### src/rtl/present_mask_pkg.sv
// Shared constants and types for the masked PRESENT S-box share compressor.
package present_mask_pkg;

    localparam int NBITS   = 4;
    localparam int NTERMS  = 9;
    localparam int NSHARES = 3;
    localparam int RW      = NBITS * NTERMS;

    typedef struct packed {
        logic [NBITS-1:0] s3;
        logic [NBITS-1:0] s2;
        logic [NBITS-1:0] s1;
    } shares_t;

    function automatic int term_idx(input int g, input int k);
        return NTERMS * g + k;
    endfunction

endpackage

### src/rtl/present_ring_refresh9.sv
// Ring refresh of nine partial terms: each term gets r_k ^ r_(k+1 mod 9).
module present_ring_refresh9
    import present_mask_pkg::*;
(
    input  logic [NTERMS-1:0] cf_i,
    input  logic [NTERMS-1:0] rnd_i,
    output logic [NTERMS-1:0] t_o
);

    for (genvar k = 0; k < NTERMS; k++) begin : g_term
        assign t_o[k] = cf_i[k] ^ rnd_i[k] ^ rnd_i[(k + 1) % NTERMS];
    end

endmodule

### src/rtl/present_sbox_share_compress.sv
// Refresh, register, then compress 36 masked S-box terms into 3 shares
// of a 4-bit output through a two-stage valid/ready pipeline.
module present_sbox_share_compress
    import present_mask_pkg::*;
(
    input  logic          clk,
    input  logic          rst,
    input  logic          in_valid,
    output logic          in_ready,
    input  logic [RW-1:0] cf_i,
    input  logic [RW-1:0] rnd_i,
    output logic          out_valid,
    input  logic          out_ready,
    output logic [NBITS-1:0] y_s1,
    output logic [NBITS-1:0] y_s2,
    output logic [NBITS-1:0] y_s3
);

    logic [RW-1:0] t_w;
    logic [RW-1:0] s1_q, s1_d;
    logic          s1_v_q, s1_v_d;
    logic          ov_q, ov_d;
    shares_t       y_q, y_d, y_c;
    logic          adv2, in_xfer;

    for (genvar g = 0; g < NBITS; g++) begin : g_grp
        present_ring_refresh9 u_rr (
            .cf_i  (cf_i[term_idx(g, 0) +: NTERMS]),
            .rnd_i (rnd_i[term_idx(g, 0) +: NTERMS]),
            .t_o   (t_w[term_idx(g, 0) +: NTERMS])
        );
    end

    assign adv2     = !ov_q | out_ready;
    assign in_ready = !s1_v_q | adv2;
    assign in_xfer  = in_valid & in_ready;

    // Compression only ever sees registered terms.
    always_comb begin
        y_c = '0;
        for (int g = 0; g < NBITS; g++) begin
            y_c.s1[g] = ^s1_q[term_idx(g, 0) +: 3];
            y_c.s2[g] = ^s1_q[term_idx(g, 3) +: 3];
            y_c.s3[g] = ^s1_q[term_idx(g, 6) +: 3];
        end
    end

    always_comb begin
        s1_d   = s1_q;
        s1_v_d = s1_v_q;
        if (in_xfer) begin
            s1_d   = t_w;
            s1_v_d = 1'b1;
        end else if (s1_v_q && adv2) begin
            s1_v_d = 1'b0;
        end
    end

    always_comb begin
        y_d  = y_q;
        ov_d = ov_q;
        if (adv2) begin
            ov_d = s1_v_q;
            if (s1_v_q) begin
                y_d = y_c;
            end
        end
    end

    always_ff @(posedge clk) begin
        if (rst) begin
            s1_q   <= '0;
            s1_v_q <= 1'b0;
            ov_q   <= 1'b0;
            y_q    <= '0;
        end else begin
            s1_q   <= s1_d;
            s1_v_q <= s1_v_d;
            ov_q   <= ov_d;
            y_q    <= y_d;
        end
    end

    assign out_valid = ov_q;
    assign y_s1      = y_q.s1;
    assign y_s2      = y_q.s2;
    assign y_s3      = y_q.s3;

endmodule
### config.mk
export PLATFORM = sky130hd
export DESIGN_NAME = present_sbox_share_compress
export DESIGN_NICKNAME = d
export VERILOG_FILES = /design/src/rtl/present_mask_pkg.sv /design/src/rtl/present_ring_refresh9.sv /design/src/rtl/present_sbox_share_compress.sv
export SDC_FILE = /design/constraint.sdc
export NUM_CORES = 1
export LEC_CHECK = 0
export ABC_AREA = 1
export BUFFER_PORTS_ARGS = -buffer_cell sky130_fd_sc_hd__buf_4
export CAP_MARGIN = 10
export CORE_ASPECT_RATIO = 0.9
export CORE_UTILIZATION = 58
export DETAILED_ROUTE_END_ITERATION = 10
export GPL_TIMING_DRIVEN = 0
export HOLD_SLACK_MARGIN = 0.15
export PLACE_DENSITY = 0.89
export SKIP_LAST_GASP = 1
export SLEW_MARGIN = 20
export SYNTH_ARGS = -nofsm -noshare
export SYNTH_HDL_FRONTEND = slang
export SYNTH_SLANG_ARGS = --single-unit
### constraint.sdc
create_clock -name clk -period 1.5 [get_ports clk]
set_input_delay 0.075 -clock clk [delete_from_list [all_inputs] [get_ports clk]]
set_output_delay 0.075 -clock clk [all_outputs]
set_load 0.02 [all_outputs]
==> flow_summary.json <==
{
  "result_of_the_run": "finished, final reports clean",
  "number_of_enable_type_register_cells_in_the_synthesized_netlist": 0,
  "fin_skew_ns": 0.0106,
  "grt_overflow": 0,
  "htreeDepth": 2,
  "synth_top_cell_area_share_pct": 33.6,
  "post_cts_resize_count": 0,
  "timing_worst_slew_pin_value_ns": 0.475,
  "final-seq-area_sq_um": 1000,
  "buffers_added_on_ports": 89,
  "slew_headroom_pct": 68.3,
  "number_of_synthesis_warnings": 0,
  "diodes": 0,
  "grt_util_all_layers_pct": 26.6,
  "peakVddDrop_mv": 0.591,
  "ys_seq_area_share_pct": 28.8,
  "drt_iter0_markers": 168,
  "critPathLaunch": "out_ready",
  "rr_startpoint": "out_valid",
  "routed_wirelength_microns": 8170,
  "layout.nets": 866,
  "min_setup_slack_post_route_ns": 0.286,
  "final.setup.tns_ns": 0,
  "setup_viol": 0,
  "place_hpwl_microns": 6090,
  "n_fill_cell": 404,
  "synth_flop_cell": "sky130_fd_sc_hd__dfxtp_1",
  "yosysTopAreaCell": "sky130_fd_sc_hd__nand2_1",
  "yosysUniqueCellTypes": 15,
  "critPathCaptureType": "flop",
  "async_reset_ff_share_pct": 0,
  "cts-root-buf": "sky130_fd_sc_hd__clkbuf_8",
  "worst-setup-path-type": "in2reg",
  "most_common_cell_in_the_netlist": "sky130_fd_sc_hd__nand2_1",
  "detail-route-antenna-nets": 0,
  "avgViaCountPerCell": 4.67,
  "fp.dieH_microns": 75.4,
  "total_leakage_power_nw": 2.89,
  "final_core_utilization_pct": 81.5,
  "multi_input_comb_area_sq_um": 1860,
  "postCtsHoldBufs": 36,
  "drv_slew": 0,
  "route.vias.total": 4012,
  "worst_setup_path_start_kind": "primary input",
  "std_cell_rows": 26,
  "netlist_instances": 658,
  "holdCritPathClass": "in2reg",
  "crit_arrival_ns": 1.41,
  "timing.critical_path.required_ns": 1.70,
  "synthesis.area_sq_um": 3480,
  "cts_setup_buffers": 0,
  "syn_nets": 734,
  "synthTopCellsByArea": "sky130_fd_sc_hd__nand2_1, sky130_fd_sc_hd__dfxtp_1, sky130_fd_sc_hd__inv_1",
  "clkLatencyLatePin_ns": 0.30,
  "hold_start": "rnd_i[0]",
  "min_period_over_period_pct": 80.9,
  "floorplan.initialDensity_pct": 60.7,
  "synth.top_cells.by_count": "sky130_fd_sc_hd__nand2_1, sky130_fd_sc_hd__inv_1, sky130_fd_sc_hd__nor2_1",
  "die_w_microns": 83.6,
  "final.min_clock_period_ns": 1.21,
  "cts_max_path_buffers": 2,
  "drt_drc_violations_left": 0,
  "wire_length_of_the_first_global_routing_pass_microns": 13800,
  "total_power_mw": 3.26,
  "grt_setup_unrepaired": "no",
  "cts_inserted_buffers": 5,
  "tritoncts_clock_tree": "built",
  "timing.critical_path.fanout_max": 10,
  "core_area_sq_um": 5730,
  "cellPowerDensity_nw_per_um2": 698,
  "hold_violations": 0,
  "wl_per_cell_microns": 9.50,
  "flow.area_growth_from_synthesis_pct": 34.3,
  "max_freq_ghz": 0.824,
  "place_worst_setup_slack_ns": 0.380,
  "antenna_found_initial": 0,
  "syn-mean-instance-area_sq_um": 5.28,
  "design.die.area_sq_um": 6310,
  "grt_start_max_net_pins": 14,
  "detailedRoute.firstPassIterationCount": 4,
  "gp_congestion": 0.765,
  "first_global_vias": 3518,
  "tritoncts_num_sinks": 50,
  "synth-seq-cells": 50,
  "clk_pin_slew_ns": 0.08,
  "layout-drive-gt1-share_pct": 14.2,
  "num_io_pins": 90,
  "number_of_violations_of_the_max_capacitance_limit": 0
}
-- logic make-up (layout without fill, tap and decap cells) --
kind of cell    Yosys count  count (layout)  share of synthesized area [%]
compound gates           15              15                           2.16
buf+inv                 146             278                           17.7
flops                    50              50                           28.8
simple gates            447             447                           51.3
-- cell type report --
class	count	share of cell area [%]
multi-input combinational	462	39.8
timing repair buffer	125	22.0
sequential	50	21.4
inverter	133	10.7
buffer	13	2.49
tap	70	1.88
clock buffer	7	1.63
-- metrics by stage --
stage | hold slack [ns] | instances | area, sq um
final | 0.167 | 860 | 4670
after global routing | 0.200 | 860 | 4670
after CTS | 0.171 | 860 | 4670
after detailed placement | 0.360 | 817 | 4230
after global placement | 0.358 | 817 | 4230
after floorplan | 0.220 | 658 | 3480
-- power breakdown --
group,total (mW),leakage [nW],switching (mW),internal [mW]
registers,1.49,0.415,0.0541,1.43
logic,1.03,2.44,0.551,0.483
clock network,0.737,0.0383,0.415,0.322
total,3.26,2.89,1.02,2.24
-- critical path: stages --
cell	delay, ns
sky130_fd_sc_hd__dlygate4sd3_1	0.54
sky130_fd_sc_hd__buf_4	0.14
sky130_fd_sc_hd__inv_2	0.06
sky130_fd_sc_hd__nand2_1	0.08
sky130_fd_sc_hd__nand2_2	0.11
sky130_fd_sc_hd__buf_4	0.19
sky130_fd_sc_hd__a21oi_1	0.08
sky130_fd_sc_hd__nand2_1	0.09
sky130_fd_sc_hd__inv_1	0.04
-- state kept, by name, indices dropped and copies added (netlist names) --
register and cells:
y_s1 4, y_s2 4, s1_q 36, out_valid 1
s1_v_q 1, y_s3 4
-- metal layers --
metal	up-vias	GRT usage, %	wire [microns]
li1	2184	-	-
met1	1738	29.8	3580
met2	73	52.1	4190
met3	17	3.90	237
met4	0	10.4	169
met5	-	0	0
-- cells in the final DEF, fill, tap and decap left out --
cell type | Yosys | routed
sky130_fd_sc_hd__buf_4 | 1 | 90
sky130_fd_sc_hd__dfxtp_1 | 50 | 50
sky130_fd_sc_hd__dlygate4sd3_1 | 0 | 36
sky130_fd_sc_hd__a21oi_1 | 14 | 14
sky130_fd_sc_hd__clkbuf_1 | 1 | 3
sky130_fd_sc_hd__buf_6 | 8 | 8
sky130_fd_sc_hd__nor2_1 | 74 | 74
sky130_fd_sc_hd__buf_2 | 3 | 3
sky130_fd_sc_hd__clkbuf_8 | 0 | 5
sky130_fd_sc_hd__inv_2 | 3 | 3
sky130_fd_sc_hd__inv_1 | 130 | 130
sky130_fd_sc_hd__nand2_8 | 1 | 1
sky130_fd_sc_hd__nand2_1 | 311 | 311
sky130_fd_sc_hd__o21ai_0 | 1 | 1
sky130_fd_sc_hd__nand3_4 | 1 | 1
sky130_fd_sc_hd__nand2_2 | 1 | 1
sky130_fd_sc_hd__nand3_1 | 59 | 59
-- worst paths after layout --
| check | end | slack [ns] | depth (start not counted) |
|---|---|---|---|
| max | y_s1[1] | 0.29 | 9 |
| min | s1_q[8] | 0.17 | 5 |
| max reg2reg | y_s2[1] | 0.35 | 7 |
| min reg2reg | y_s2[3] | 0.54 | 4 |
Power figures use the tool's default switching activity.
